**src/rtl/conv_ctrl.sv**
```systemverilog
// Stage sequencer for the convolution core: walks tiles x channels and drives the
// one-hot-per-stage `state` enables, with s2p enables trailing the SRAM reads by RD_LAT.
module conv_ctrl #(
    parameter int IFM_WORDS = 4,
    parameter int WHT_WORDS = 2,
    parameter int RD_LAT    = 1,
    parameter int PE_CYC    = 1,
    parameter int P2S_WORDS = 9
) (
    input  logic        clk,
    input  logic        rst,
    input  logic [31:0] ctrl,
    output logic [31:0] state,
    output logic        busy,
    output logic        done
);
    typedef enum logic [3:0] {
        S_IDLE, S_CLR, S_RIFM, S_RWHT, S_WAIT, S_PE, S_PA,
        S_BA, S_CA, S_RELU, S_P2SW, S_P2SR, S_DONE
    } fsm_t;

    fsm_t        fsm, fsm_nxt;
    logic [7:0]  cyc, cyc_nxt;
    logic [7:0]  num_chnl, num_chnl_nxt, chnl_cnt, chnl_cnt_nxt;
    logic [15:0] num_tiles, num_tiles_nxt, tile_cnt, tile_cnt_nxt;
    logic [31:0] en_q, en_nxt;
    logic        busy_nxt, done_nxt;
    logic [RD_LAT-1:0] ifm_dly, wht_dly;
    logic        ctrl_unused;

    assign ctrl_unused = ^ctrl[7:1];

    // Multi-cycle states share one dwell counter; it returns to 0 on every exit.
    function automatic logic at_end(input logic [7:0] c, input int len);
        return c == 8'(len - 1);
    endfunction

    always_comb begin
        fsm_nxt       = fsm;
        cyc_nxt       = cyc;
        num_chnl_nxt  = num_chnl;
        num_tiles_nxt = num_tiles;
        chnl_cnt_nxt  = chnl_cnt;
        tile_cnt_nxt  = tile_cnt;
        case (fsm)
            S_IDLE: if (ctrl[0]) begin
                num_chnl_nxt  = ctrl[15:8];
                num_tiles_nxt = ctrl[31:16];
                chnl_cnt_nxt  = '0;
                tile_cnt_nxt  = '0;
                cyc_nxt       = '0;
                fsm_nxt = (ctrl[15:8] == 8'd0 || ctrl[31:16] == 16'd0) ? S_DONE : S_CLR;
            end
            S_CLR:  fsm_nxt = S_RIFM;
            S_RIFM: if (at_end(cyc, IFM_WORDS)) begin cyc_nxt = '0; fsm_nxt = S_RWHT; end
                    else cyc_nxt = cyc + 8'd1;
            S_RWHT: if (at_end(cyc, WHT_WORDS)) begin cyc_nxt = '0; fsm_nxt = S_WAIT; end
                    else cyc_nxt = cyc + 8'd1;
            S_WAIT: if (at_end(cyc, RD_LAT)) begin cyc_nxt = '0; fsm_nxt = S_PE; end
                    else cyc_nxt = cyc + 8'd1;
            S_PE:   if (at_end(cyc, PE_CYC)) begin cyc_nxt = '0; fsm_nxt = S_PA; end
                    else cyc_nxt = cyc + 8'd1;
            S_PA:   fsm_nxt = S_BA;
            S_BA:   fsm_nxt = S_CA;
            S_CA:   if (chnl_cnt == num_chnl - 8'd1) fsm_nxt = S_RELU;
                    else begin chnl_cnt_nxt = chnl_cnt + 8'd1; fsm_nxt = S_RIFM; end
            S_RELU: fsm_nxt = S_P2SW;
            S_P2SW: fsm_nxt = S_P2SR;
            S_P2SR: if (at_end(cyc, P2S_WORDS)) begin
                cyc_nxt = '0;
                if (tile_cnt == num_tiles - 16'd1) fsm_nxt = S_DONE;
                else begin
                    tile_cnt_nxt = tile_cnt + 16'd1;
                    chnl_cnt_nxt = '0;
                    fsm_nxt      = S_CLR;
                end
            end else cyc_nxt = cyc + 8'd1;
            S_DONE: fsm_nxt = S_IDLE;
            default: fsm_nxt = S_IDLE;
        endcase

        // Enables are decoded from the next state so they register alongside it.
        en_nxt = '0;
        case (fsm_nxt)
            S_CLR:  en_nxt[13]  = 1'b1;
            S_RIFM: en_nxt[0]   = 1'b1;
            S_RWHT: en_nxt[1]   = 1'b1;
            S_PE:   en_nxt[3:2] = 2'b11;
            S_PA:   en_nxt[7:6] = 2'b11;
            S_BA:   en_nxt[8]   = 1'b1;
            S_CA:   en_nxt[9]   = 1'b1;
            S_RELU: en_nxt[10]  = 1'b1;
            S_P2SW: en_nxt[11]  = 1'b1;
            S_P2SR: en_nxt[12]  = 1'b1;
            default: en_nxt = '0;
        endcase
        busy_nxt = (fsm_nxt != S_IDLE);
        done_nxt = (fsm_nxt == S_DONE);
    end

    always_ff @(posedge clk) begin
        if (rst) begin
            fsm       <= S_IDLE;
            cyc       <= '0;
            num_chnl  <= '0;
            num_tiles <= '0;
            chnl_cnt  <= '0;
            tile_cnt  <= '0;
            en_q      <= '0;
            busy      <= 1'b0;
            done      <= 1'b0;
            ifm_dly   <= '0;
            wht_dly   <= '0;
        end else begin
            fsm       <= fsm_nxt;
            cyc       <= cyc_nxt;
            num_chnl  <= num_chnl_nxt;
            num_tiles <= num_tiles_nxt;
            chnl_cnt  <= chnl_cnt_nxt;
            tile_cnt  <= tile_cnt_nxt;
            en_q      <= en_nxt;
            busy      <= busy_nxt;
            done      <= done_nxt;
            ifm_dly[0] <= en_q[0];
            wht_dly[0] <= en_q[1];
            for (int i = 1; i < RD_LAT; i++) begin
                ifm_dly[i] <= ifm_dly[i-1];
                wht_dly[i] <= wht_dly[i-1];
            end
        end
    end

    assign state = en_q | {26'd0, wht_dly[RD_LAT-1], ifm_dly[RD_LAT-1], 4'd0};

endmodule

```
**config.mk**
```make
export PLATFORM = sky130hd
export DESIGN_NAME = conv_ctrl
export DESIGN_NICKNAME = d
export VERILOG_FILES = /design/src/rtl/conv_ctrl.sv
export SDC_FILE = /design/constraint.sdc
export NUM_CORES = 1
export LEC_CHECK = 0
export ABC_AREA = 1
export ABC_CLOCK_PERIOD_IN_PS = 3400
export BUFFER_PORTS_ARGS = -buffer_cell sky130_fd_sc_hd__clkbuf_2
export CORE_ASPECT_RATIO = 0.6
export CORE_UTILIZATION = 55
export CTS_CLUSTER_SIZE = 10
export DETAILED_ROUTE_END_ITERATION = 10
export PLACE_DENSITY_LB_ADDON = 0.12
export SYNTH_ARGS = -nofsm -noshare
export SYNTH_HDL_FRONTEND = slang
export SYNTH_SLANG_ARGS = --single-unit
```
**constraint.sdc**
```tcl
create_clock -name clk -period 3.4 [get_ports clk]
set_input_delay 0.17 -clock clk [delete_from_list [all_inputs] [get_ports clk]]
set_output_delay 0.17 -clock clk [all_outputs]
set_load 0.01 [all_outputs]
```
Word level (Yosys, flattened, before mapping)
Cells that the tools add are included.
- memories: 0
- input bits: 34
- output and inout port bits: 34
- bits in writable memories: 0
- register bits: 96
- latch bits: 0
- memory bits (read-only): 0
- multipliers: 0
- divide/modulo/power cells: 0
- shift operators: 0
- add/subtract/negate cells: 5
- reductions and logical operators: 14
- bitwise operators: 1
- mux-type cells: 34
- $lt $le $gt $ge: 0
- equal/unequal tests: 31
- operators with widths (operator ; number):
    $mux 8 ; 8
    $mux 16 ; 3
    $pmux 4 s12 ; 1
    $pmux 8 s5 ; 1
    $eq 4x4->1 const B ; 9
    $mux 4 ; 9
    $or 32x6->32 ; 1
    $pmux 16 s2 ; 1
    $eq 4x3->1 const B ; 7
    $pmux 8 s3 ; 1
    $add 16x1->16 const B ; 1
    $add 8x1->8 const B ; 2
    $eq 16x16->1 ; 1
    $eq 4x2->1 const B ; 4
    $logic_not 16->1 ; 1
    $logic_not 8->1 ; 2
    $sub 16x1->16 const B ; 1
    $eq 4x1->1 const B ; 2
    $eq 8x1->1 const B ; 1
    $eq 8x2->1 const B ; 1
    $eq 8x4->1 const B ; 1
    $eq 8x8->1 ; 1
    $mux 1 ; 8
    $ne 2x2->1 const B ; 4
    12 further kinds ; 14

Longest topological paths before layout
Gate-level depths: netlist of run 1.
- word-level depth: 7
- mapped depth: 19
- mapped depth without buffers: 19

Worst setup path before layout of run 1
No wires, ideal clock.
- path type: reg-to-reg
- from: reg num_tiles[0]
- to: reg tile_cnt[15]
- required time: 3329 ps
- setup time: 71 ps
- stages on the path, launching flop included: 18
- arrival time: 1924 ps
- clock period less this slack: 1994 ps
- setup slack: 1406 ps
- buffers on the path: 1
- cell sequence: dfxtp_1 -> inv_1 -> ha_1 -> nand2_2 -> nor2_4 -> nand2_1 -> nand2_1 -> o21ai_1 -> nor2_1 -> nand2_1 -> nor2_2 -> nand2_2 -> nand2_4 -> nand2_4 -> nand2_4 -> buf_6 -> nand2_1 -> a21oi_1
- longest elaborated chain between the ends: 4
- RTL lines (element ; RTL line ; RTL):
    start: declaration ; 25 ; logic [15:0] num_tiles, num_tiles_nxt, tile_cnt, tile_cnt_nxt;
    start signal: assignment ; 118 ; num_tiles <= num_tiles_nxt;
    $sub 16x1->16 ; 71 ; if (tile_cnt == num_tiles - 16'd1) fsm_nxt = S_DONE;
    $eq 16x16->1 ; 71 ;
    $ne 2x2->1 (no line) ; n/a ;
    $reduce_and 4->1 (no line) ; n/a ;
    end signal: assignment ; 120 ; tile_cnt <= tile_cnt_nxt;
    end: declaration ; 25 ;
No other way between the ends.
A chain may end at the register's enable or synchronous reset.

Worst setup path in the final report of run 1
- from: reg num_chnl[0]
- to: reg en_q[12]
- longest elaborated chain between the ends: 6
- RTL lines (element ; RTL line ; RTL):
    start: declaration ; 24 ; logic [7:0] num_chnl, num_chnl_nxt, chnl_cnt, chnl_cnt_nxt;
    start signal: assignment ; 117 ; num_chnl <= num_chnl_nxt;
    $sub 8x1->8 ; 65 ; S_CA: if (chnl_cnt == num_chnl - 8'd1) fsm_nxt = S_RELU;
    $eq 8x8->1 ; 65 ;
    $mux 4 ; 65 ;
    $pmux 4 s12 ; 45 ; case (fsm)
    $eq 4x4->1 ; 84 ; case (fsm_nxt)
    $mux 1 ; 84 ;
    end signal: assignment ; 121 ; en_q <= en_nxt;
    end: declaration ; 26 ; logic [31:0] en_q, en_nxt;
No other way between the ends.

==> impl_metrics.py, run 1 <==
metrics = {
    "drt": {
        "first_iter_violations": 380,
        "route.detailed.drc": 0,
        "wl_um": 11460,
        "drt_first_pass_iters": 5,
        "routedWlPerCell_um": 13.56,
        "ant_nets": 0,
        "vias": 4486,
        "vias_per_cell": 5.309,
    },
    "synth": {
        "synth_edf_count": 0,
        "synth_area_leader_cell": "dfxtp_1",
        "netlist_top_cells_area": "dfxtp_1, nand2_1, nor2_1",
        "ys_seq_area_frac": 0.3231,
        "synth_area_um2": 4586,
        "synth_top_area_frac": 0.3231,
        "ys.flop_type": "dfxtp_1",
        "yosys.cell_count.top_type": "nand2_1",
        "syn_inst": 699,
        "ys_types": 37,
        "syn_avg_cell_area_um2": 6.560,
        "netlist_top_cells_count": "nand2_1, nor2_1, inv_1",
        "yosysWarnings": 0,
        "yosys_register_bits": 74,
        "synth-async-reset-ratio": 0,
    },
    "sta": {
        "setup_viol": 0,
        "rsz0062_at_grt": "false",
        "layout_min_cycle_time_ns": 2.506,
        "slew_headroom": 0.5355,
        "hold_violations": 0,
        "maxSlewViolCount": 0,
        "worstMarginPinSlew_ns": 0.6960,
        "fin_skew_ns": 0.003951,
        "finalCritPeriodShare": 0.7370,
        "finalSetupTns_ns": 0,
        "clock.fmax_mhz": 399.1,
    },
    "run": {
        "max_cap_violations": 0,
    },
    "die": {
        "die_h_um": 72.73,
        "start_util": 0.5749,
        "row_count": 25,
        "fp.coreArea_um2": 7976,
        "die_x_um": 119.9,
        "dieArea_um2": 8719,
        "ioPinCount": 68,
    },
    "cts": {
        "cts_sinks": 74,
        "clk_pin_slew_worst_paths_ns": 0.06,
        "cts_root_buf": "clkbuf_16",
        "cts_resized": 0,
        "cts_tree": "yes",
        "h-tree-depth": 3,
        "cts_setup_buffers": 0,
        "insertion_delay_ns": 0.34,
        "clk_path_buf_depth": 2,
        "cts_buffers": 9,
        "cts_hold_buf": 0,
    },
    "cells_and_area": {
        "final_area_um2": 5114,
        "multi_input_area_um2": 2600,
        "area_delta_synth_final_pct": 11.51,
        "finalNetCount": 773,
        "regArea_um2": 1481,
        "drive_gt1_frac": 0.1126,
        "final_core_util": 0.6411,
        "antenna_cells": 0,
        "fillCellCount": 740,
    },
    "critical_path": {
        "cpMaxStageDelayCell": "dfxtp_1",
        "slowest_delay_ns": 0.35,
        "reg2reg_from": "num_chnl[0]",
        "worstSetupPathType": "reg -> reg",
        "crit_chain": "inv_1 > ha_1 > xor2_1 > o21ai_0 > a21oi_1 > nand3_1 > nor2_1 > nand3_2 > nand2_1 > inv_1 > nand2_1 > nand3_1 > nor3_1",
        "required_ns": 3.66,
        "worstReg2RegEnd": "en_q[12]",
        "worstRegToRegCells": 13,
        "critPathMaxFanout": 9,
        "critPathCaptureType": "register",
        "crit_arrival_ns": 2.76,
        "cp-start-kind": "register",
        "r2r_setup_slack_ns": 0.89,
    },
    "power": {
        "p_sw_frac": 0.3182,
        "p_clk_frac": 0.411,
        "p_int_mw": 1.828,
        "ir_drop_mv": 0.2694,
        "netSwitchingPower_mw": 0.8532,
        "seq_power_share": 0.360,
        "power.density_nw_per_um2": 524.3,
        "p_leak_nw": 2.271,
        "combinationalPowerShare": 0.229,
    },
    "grt": {
        "antenna_found_initial": 0,
        "met1_usage": 0.3931,
        "grt_pass1_vias": 3829,
        "grt_usage": 0.2726,
        "grt_overflow_total": 0,
        "grt_pass1_wl_um": 18490,
        "grt_max_degree": 39,
        "gr-usage-met3": 0.07031,
        "grt.busiest_layer": "met2",
        "met2_usage": 0.4008,
    },
    "min_path": {
        "hp-class": "in -> reg",
        "worstHoldStart": "ctrl[13]",
        "hold_depth": 3,
        "whs_endpoint": "num_chnl[5]",
    },
    "placed_design": {
        "placed_cell_area_um2": 4772,
        "dpl.hpwl_um": 8440,
        "io_buffer_count": 42,
        "gp_congestion": 0.8741,
    },
    "outcome": {
        "status": "finished, final reports clean",
    },
}
[power groups by stage]
| stage | Clock (mW) | Combinational, mW | Sequential, mW |
|---|---|---|---|
| after detailed placement | 0 | 0.595 | 0.983 |
| final | 1.10 | 0.613 | 0.966 |
| after global placement | 0 | 0.586 | 0.982 |
| after global routing | 1.14 | 0.692 | 0.972 |
| after floorplan | 0 | 0.483 | 0.975 |
| after CTS | 1.11 | 0.604 | 0.965 |
[area by class of cell]
type | instances | area share
Clock buffer | 9 | 0.04404
Timing Repair Buffer | 45 | 0.04551
Multi-Input combinational cell | 516 | 0.5084
Tap cell | 108 | 0.02643
Clock inverter | 7 | 0.02276
Inverter | 86 | 0.06313
Sequential cell | 74 | 0.2897
[critical path, delay by kind of cell (launching register included)]
kind                       cells  cell delay, ns
and+or+nand+nor                7            1.14
DFF                            1            0.35
adders and majority gates      1            0.32
AOI/OAI and AO/OA              2            0.32
buffers and inverters          2            0.14
xor gates and xnor gates       1            0.14
[per-stage QoR]
step	setup slack (ns)	power, mW	instances	hold slack (ns)
2_1_floorplan	1.406	1.458	716	0.3146
3_3_place_gp	1.015	1.569	829	0.4183
3_5_place_dp	0.9805	1.579	829	0.4202
4_1_cts	0.9421	2.675	845	0.06568
5_1_grt	0.7008	2.809	845	0.08750
6_report	0.8941	2.681	845	0.06930
[layout by cell type (no fill, tap or decap), types with 2 or more instances in the layout]
master | Yosys | routed
nor2_4 | 3 | 3
ha_1 | 7 | 7
clkbuf_16 | 0 | 9
nand3_2 | 3 | 3
nand4_1 | 21 | 21
nand2_4 | 3 | 3
conb_1 | 1 | 18
nor3b_1 | 2 | 2
buf_4 | 23 | 3
xor2_1 | 35 | 35
xnor2_1 | 7 | 7
nor4_1 | 4 | 4
o21ai_1 | 2 | 2
clkinv_2 | 0 | 2
bufinv_16 | 0 | 3
nand3_1 | 48 | 48
nor2_2 | 7 | 7
clkbuf_2 | 0 | 42
dfxtp_1 | 74 | 74
inv_1 | 85 | 85
nor3_1 | 18 | 18
a21oi_1 | 53 | 53
nor2_1 | 99 | 99
o21ai_0 | 29 | 29
nand2_1 | 142 | 142
nand3b_1 | 3 | 3
nand2_2 | 3 | 3
[sequential cells by signal, indices dropped and copies added, names as in the netlist]
name	count
num_tiles	16
tile_cnt	16
en_q	10
chnl_cnt	8
cyc	8
num_chnl	8
fsm	4
busy	1
done	1
ifm_dly	1
wht_dly	1
[cell families after synthesis]
| logic type | after synthesis | share of synthesized area |
|---|---|---|
| buf+inv | 126 | 0.1239 |
| simple gates | 359 | 0.3514 |
| other cells | 1 | 0.0008178 |
| compound gates | 90 | 0.1015 |
| flops | 74 | 0.3231 |
| fa+ha+maj | 7 | 0.01910 |
| xor+xnor | 42 | 0.08022 |
[layer usage]
layer  routed length (µm)  vias up
met5                    0        -
met4                  126        0
met3                  860       12
met2                 4706      158
met1                 5765     2045
li1                     -     2271
[worst max-delay path by stage]
stage	startpoint	cells after the start	slack (ns)	end
6_report	num_chnl[0]	13	0.89	en_q[12]
2_1_floorplan	num_tiles[0]	17	1.41	tile_cnt[15]
5_1_grt	num_tiles[0]	15	0.70	tile_cnt[0]
3_5_place_dp	num_tiles[0]	16	0.98	tile_cnt[0]
4_1_cts	num_tiles[0]	16	0.94	en_q[12]
3_3_place_gp	num_tiles[0]	16	1.02	tile_cnt[0]
(Power assumes the default switching activity.)
==> run 2, diff against run 1 <==
Settings changed: ABC_AREA 1 to 0, ABC_CLOCK_PERIOD_IN_PS 3400 to 2300, CORE_UTILIZATION 55 to 52.
Clock period 3.4 ns to 2.3 ns, I/O delays scaled along.
==> run 2 against run 1 <==
  * The flow now finishes with violations (negative setup slack)
  * Setup slack got worse by 1.8 ns
  * Routed wire length is 24% higher
  * Cell count fell by 7.1%
  * Sequential share of layout area decreased by 4.2 points
  * Power grew 56%
  * Synthesized area fell by 6.2%
  * Via count increased by 2.8%
  * Global-route usage up 5.3 points
  * Critical path type unchanged
  * Critical endpoint is now en_q[9]
  * Largest cell class unchanged
  * Highest routed layer unchanged
==> impl_metrics.py, run 2 <==
metrics = {
    "cells_and_area": {
        "drive_gt1_frac": 0.3501,
        "final_common_cell": "buf_4",
        "area_delta_synth_final_pct": 39.46,
        "finalNetCount": 714,
        "final_area_um2": 6001,
        "largestRegisters": "num_tiles x16, tile_cnt x16, en_q x10",
        "layout_common_cells": "buf_4, nand2_1, dfxtp_1, clkbuf_2, a21oi_1",
        "instances_no_fill": 785,
        "final_core_util": 0.7553,
        "antenna_cells": 0,
    },
    "placed_design": {
        "gp_congestion": 0.8769,
        "place_inst": 748,
        "io_buffer_count": 42,
        "placed_cell_area_um2": 5181,
        "pre_cts_slack_ns": -0.8368,
        "dpl.hpwl_um": 9217,
    },
    "power": {
        "seq_power_share": 0.331,
        "p_int_mw": 2.973,
        "p_leak_nw": 2.554,
        "power.density_nw_per_um2": 695.5,
        "netSwitchingPower_mw": 1.201,
        "p_sw_frac": 0.2876,
        "combinationalPowerShare": 0.257,
        "p_total_mw": 4.174,
        "p_clk_frac": 0.412,
        "ir_drop_mv": 0.4267,
    },
    "cts": {
        "cts_buffers": 9,
        "clk_pin_slew_worst_paths_ns": 0.06,
        "clk_path_buf_depth": 2,
        "h-tree-depth": 3,
        "cts_root_buf": "clkbuf_16",
        "cts_hold_buf": 0,
        "insertion_delay_ns": 0.34,
        "cts_tree": "yes",
        "cts_sinks": 74,
    },
    "synth": {
        "syn_inst": 532,
        "netlist_top_cells_count": "nand2_1, dfxtp_1, a21oi_1",
        "ys_types": 63,
        "syn_avg_cell_area_um2": 8.088,
        "synth_area_um2": 4303,
        "ys_seq_area_frac": 0.3443,
        "netlist_top_cells_area": "dfxtp_1, nand2_1, xnor2_1",
        "yosys_register_bits": 74,
        "synth-async-reset-ratio": 0,
        "yosys.cell_count.top_type": "nand2_1",
        "ys.flop_type": "dfxtp_1",
        "yosysWarnings": 0,
        "synth_top_area_frac": 0.3443,
        "synth_edf_count": 0,
        "synth_area_leader_cell": "dfxtp_1",
    },
    "critical_path": {
        "path_buf_inv": 2,
        "worstRegToRegCells": 11,
        "reg2reg_from": "num_tiles[0]",
        "critPathLaunch": "num_tiles[0]",
        "critPathCaptureType": "register",
        "path_depth": 11,
        "cp-start-kind": "register",
        "worstSetupPathType": "reg -> reg",
        "worstReg2RegEnd": "en_q[9]",
        "r2r_setup_slack_ns": -0.89,
        "path_delay_family": "simple AND/OR/NAND/NOR gates",
        "crit_chain": "inv_4 > ha_4 > buf_4 > nor4b_4 > a21oi_1 > o21ai_0 > a31oi_2 > or4_4 > or2_4 > a211oi_4 > nor4b_4",
        "cpMaxStageDelayCell": "or4_4",
        "crit_arrival_ns": 3.44,
        "cpMostUsedCell": "nor4b_4",
        "critPathCapture": "en_q[9]",
        "critPathMaxFanout": 5,
        "required_ns": 2.56,
        "slowest_delay_ns": 0.58,
    },
    "drt": {
        "route.detailed.drc": 0,
        "ant_nets": 0,
        "wl_um": 14220,
        "drt_first_pass_iters": 5,
        "vias_per_cell": 5.874,
        "routedWlPerCell_um": 18.11,
        "first_iter_violations": 551,
        "vias": 4611,
    },
    "grt": {
        "grt_overflow_total": 0,
        "antenna_found_initial": 0,
        "grt_pass1_wl_um": 21530,
        "grt_max_degree": 35,
        "grt_usage": 0.3255,
        "grt_pass1_vias": 4269,
    },
    "die": {
        "row_count": 25,
        "ioPinCount": 68,
        "die_h_um": 72.46,
        "fp.coreArea_um2": 7945,
        "die_x_um": 119.4,
        "dieArea_um2": 8654,
        "start_util": 0.5416,
    },
    "sta": {
        "rsz0062_at_grt": "true",
        "hold-worst-slack_ns": 0.005517,
        "setup_viol": 39,
        "clock.fmax_mhz": 313.7,
        "fin_skew_ns": 0.006218,
        "worstMarginPinSlew_ns": 0.8541,
        "finalSetupTns_ns": -29.20,
        "hold_violations": 0,
        "maxSlewViolCount": 0,
        "layout_min_cycle_time_ns": 3.188,
        "finalCritPeriodShare": 1.386,
        "slew_headroom": 0.4285,
        "setup_slack_ns": -0.8882,
    },
    "outcome": {
        "status": "finished, violations left",
        "violations": "negative setup slack",
    },
    "min_path": {
        "hold_depth": 3,
        "hp-class": "in -> reg",
    },
    "run": {
        "max_cap_violations": 0,
    },
}
run 2: cell types whose count changed after synthesis, moves of 8 or more:
cell,change
nor4_1,+8
inv_1,-74
or3_1,+11
nand2_1,-58
xor2_1,-16
nand3_1,-32
nand4_1,-9
nor2_1,-63
xnor2_1,+22
and3_1,+14
o21ai_0,-19
run 2: power by group through the flow:
stage	clock, mW	sequential (mW)	combinational [mW]
finish	1.72	1.38	1.07
global route	1.78	1.39	1.15
CTS	1.72	1.38	0.987
detailed placement	0	1.40	0.890
global placement	0	1.40	0.867
floorplan	0	1.41	0.553
run 2: repair_timing:
item,4_1_cts,5_1_grt
endpoints found under the hold margin,0,0
pin swaps,19,35
buffers inserted,14,14
gates resized for setup,27,44
setup endpoints to repair,39,48
run 2: worst min-delay path, stage by stage:
cell and delay, ns:
clkbuf_2 0.09, nand2_1 0.05, a21oi_1 0.05
run 2: kinds of logic after synthesis:
logic type / after synthesis / synth area share
other: 1 / 0.0008715
DFF: 74 / 0.3443
muxes: 7 / 0.01628
AOI/OAI and AO/OA: 99 / 0.1518
adders and majority gates: 7 / 0.02035
buffers and inverters: 56 / 0.07560
and+or+nand+nor: 240 / 0.2931
xor gates and xnor gates: 48 / 0.09770
run 2: how the worst min path moves through the flow:
stage	startpoint	end
6_report	ctrl[27]	num_tiles[11]
5_1_grt	ctrl[28]	num_tiles[12]
4_1_cts	ctrl[27]	num_tiles[11]
3_5_place_dp	ctrl[27]	num_tiles[11]
3_3_place_gp	ctrl[30]	num_tiles[14]
2_1_floorplan	rst	fsm[3]
run 2: area by class of cell:
cell class                      instances  area, µm²
Inverter                               11      43.79
Sequential cell                        74       1484
Timing Repair Buffer                  158       1119
Clock buffer                            9      225.2
Clock inverter                          6      130.1
Fill cell                             587       1944
Multi-Input combinational cell        419       2864
Tap cell                              108      135.1
run 2: per-layer routing:
metal	routed length, µm	global-route usage	share of wire
met3	1116	0.09198	0.079
met4	277	0.1028	0.019
met5	0	0	0
met2	6238	0.5097	0.44
met1	6583	0.4366	0.46
==> run 3, diff against run 2 <==
Settings changed: ABC_CLOCK_PERIOD_IN_PS 2300 to 3400, CAP_MARGIN set to 10, CORE_UTILIZATION 52 to 55.
Clock period 2.3 ns to 3.4 ns, I/O delays scaled along.
==> run 3 against run 2 <==
  * The run now ends clean
  * Utilization fell by 9.9 points
  * Clock power fell by 40%
  * Combinational power down 56%
  * Maximum frequency is 2.1% lower
  * Clock skew fell by 0.00077 ns
  * Worst hold slack better by 0.051 ns
  * Global-route usage is 4.1 points lower
  * Critical path depth down 4
  * Cell area is 19% lower
  * Non-clock buffer count decreased by 103
  * Sequential share of layout area increased by 5.7 points
  * Count of clock-buffer cells in the layout rose by 1
  * Largest cell class unchanged
  * Highest routed layer unchanged
==> impl_metrics.py, run 3 (synthesis results as in run 2) <==
metrics = {
    "outcome": {
        "status": "finished, final reports clean",
    },
    "cells_and_area": {
        "antenna_cells": 0,
        "area_delta_synth_final_pct": 13.14,
        "final_area_um2": 4868,
        "drive_gt1_frac": 0.1565,
        "fillCellCount": 636,
        "layout_common_cells": "nand2_1, dfxtp_1, a21oi_1, clkbuf_2, nor2_1",
        "final_common_cell": "nand2_1",
        "finalNetCount": 611,
        "largestRegisters": "num_tiles x16, tile_cnt x16, en_q x10",
    },
    "drt": {
        "first_iter_violations": 374,
        "vias": 3981,
        "route.detailed.drc": 0,
        "wl_um": 10930,
        "vias_per_cell": 5.863,
        "ant_nets": 0,
        "routedWlPerCell_um": 16.10,
        "drt_first_pass_iters": 5,
    },
    "sta": {
        "slew_headroom": 0.4282,
        "maxSlewViolCount": 0,
        "finalCritPeriodShare": 0.9576,
        "layout_min_cycle_time_ns": 3.256,
        "finalSetupTns_ns": 0,
        "hold_violations": 0,
        "clock.fmax_mhz": 307.1,
        "setup_viol": 0,
        "fin_skew_ns": 0.005446,
        "worstMarginPinSlew_ns": 0.8578,
        "rsz0062_at_grt": "false",
    },
    "grt": {
        "grt_max_degree": 40,
        "grt_usage": 0.2847,
        "grt_pass1_wl_um": 17730,
        "antenna_found_initial": 0,
        "grt_pass1_vias": 3555,
        "grt_overflow_total": 0,
    },
    "critical_path": {
        "critPathCaptureType": "register",
        "critPathMaxFanout": 6,
        "worstSetupPathType": "reg -> reg",
        "required_ns": 3.66,
        "worstReg2RegEnd": "en_q[11]",
        "r2r_setup_slack_ns": 0.14,
        "reg2reg_from": "num_tiles[7]",
        "worstRegToRegCells": 7,
        "cp-start-kind": "register",
        "crit_arrival_ns": 3.51,
        "critPathLaunch": "num_tiles[7]",
    },
    "cts": {
        "clk_path_buf_depth": 2,
        "cts_root_buf": "clkbuf_16",
        "h-tree-depth": 3,
        "cts_sinks": 74,
        "cts_buffers": 9,
        "insertion_delay_ns": 0.35,
        "cts_tree": "yes",
        "clk_pin_slew_worst_paths_ns": 0.06,
        "cts_setup_buffers": 0,
    },
    "power": {
        "p_int_mw": 1.737,
        "p_clk_frac": 0.420,
        "combinationalPowerShare": 0.193,
        "seq_power_share": 0.387,
        "p_leak_nw": 1.954,
        "p_sw_frac": 0.2945,
        "power.density_nw_per_um2": 505.6,
        "ir_drop_mv": 0.3231,
        "netSwitchingPower_mw": 0.7250,
    },
    "die": {
        "die_x_um": 116.2,
        "ioPinCount": 68,
        "fp.coreArea_um2": 7417,
        "dieArea_um2": 8193,
        "die_h_um": 70.52,
        "start_util": 0.5801,
        "row_count": 24,
    },
    "placed_design": {
        "gp_congestion": 0.9300,
        "io_buffer_count": 42,
        "placed_cell_area_um2": 4521,
        "dpl.hpwl_um": 7982,
    },
    "min_path": {
        "worstHoldStart": "ctrl[28]",
        "hp-class": "in -> reg",
        "hold_depth": 3,
        "whs_endpoint": "num_tiles[12]",
    },
    "run": {
        "max_cap_violations": 0,
    },
}
==> run 3: cell count changes in the layout (fill, tap and decap cells not counted), sizes merged <==
cell,previous run,this run
inv,11,12
buf,116,13
clkinvlp,0,1
bufinv,4,2
clkbuf,51,52
==> run 3: final cells by class <==
type                            instances  area [µm²]  share of cell area
Clock buffer                           10       229.0             0.04703
Clock inverter                          6       90.09             0.01850
Inverter                               11       41.29            0.008481
Multi-Input combinational cell        419        2589              0.5317
Sequential cell                        74        1481              0.3043
Tap cell                              104       130.1             0.02673
Timing Repair Buffer                   55       307.8             0.06322
==> run 3: timing repair <==
item / CTS / global route
resized for setup: 0 / 5
setup endpoints to repair: 0 / 20
hold buffers: 0 / 0
==> run 3: worst max path at each step <==
stage / cells after the start / to
floorplan: 11 / en_q[10]
global placement: 10 / en_q[11]
detailed placement: 10 / en_q[9]
CTS: 10 / en_q[9]
global route: 10 / en_q[11]
finish: 7 / en_q[11]
==> run 3: through the flow <==
stage	util	hold WS [ns]	power, mW	worst slack (ns)	std cells
after global placement	0.6095	0.4121	1.407	0.2039	663
after detailed placement	0.6095	0.4122	1.421	0.07885	663
after CTS	0.6525	0.05160	2.452	0.02247	679
final	0.6564	0.05604	2.462	0.1441	679
after floorplan	-	0.2525	1.310	0.2566	549
after global routing	0.6564	0.07569	2.571	0.007464	679
==> run 3: per-layer routing <==
layer,up-vias,share of wire,track usage
met5,-,0,0
li1,1931,-,-
met3,22,0.078,0.06424
met1,1855,0.50,0.4270
met2,173,0.40,0.3968
met4,0,0.017,0.09544
==> run 3: critical path, cell delays in order, from the launching register on <==
cell and delay (ns):
dfxtp_1 0.35, or4_1 0.62, or3_1 0.40, o311a_1 0.40, or4_4 0.59, or2_4 0.27, a211oi_4 0.29, nor4b_2 0.24
==> run 3: power groups by stage <==
stage | sequential [mW] | clock [mW] | combinational [mW]
6_report | 0.953 | 1.03 | 0.476
5_1_grt | 0.958 | 1.09 | 0.522
4_1_cts | 0.950 | 1.05 | 0.456
3_5_place_dp | 0.968 | 0 | 0.453
3_3_place_gp | 0.966 | 0 | 0.441
2_1_floorplan | 0.955 | 0 | 0.355
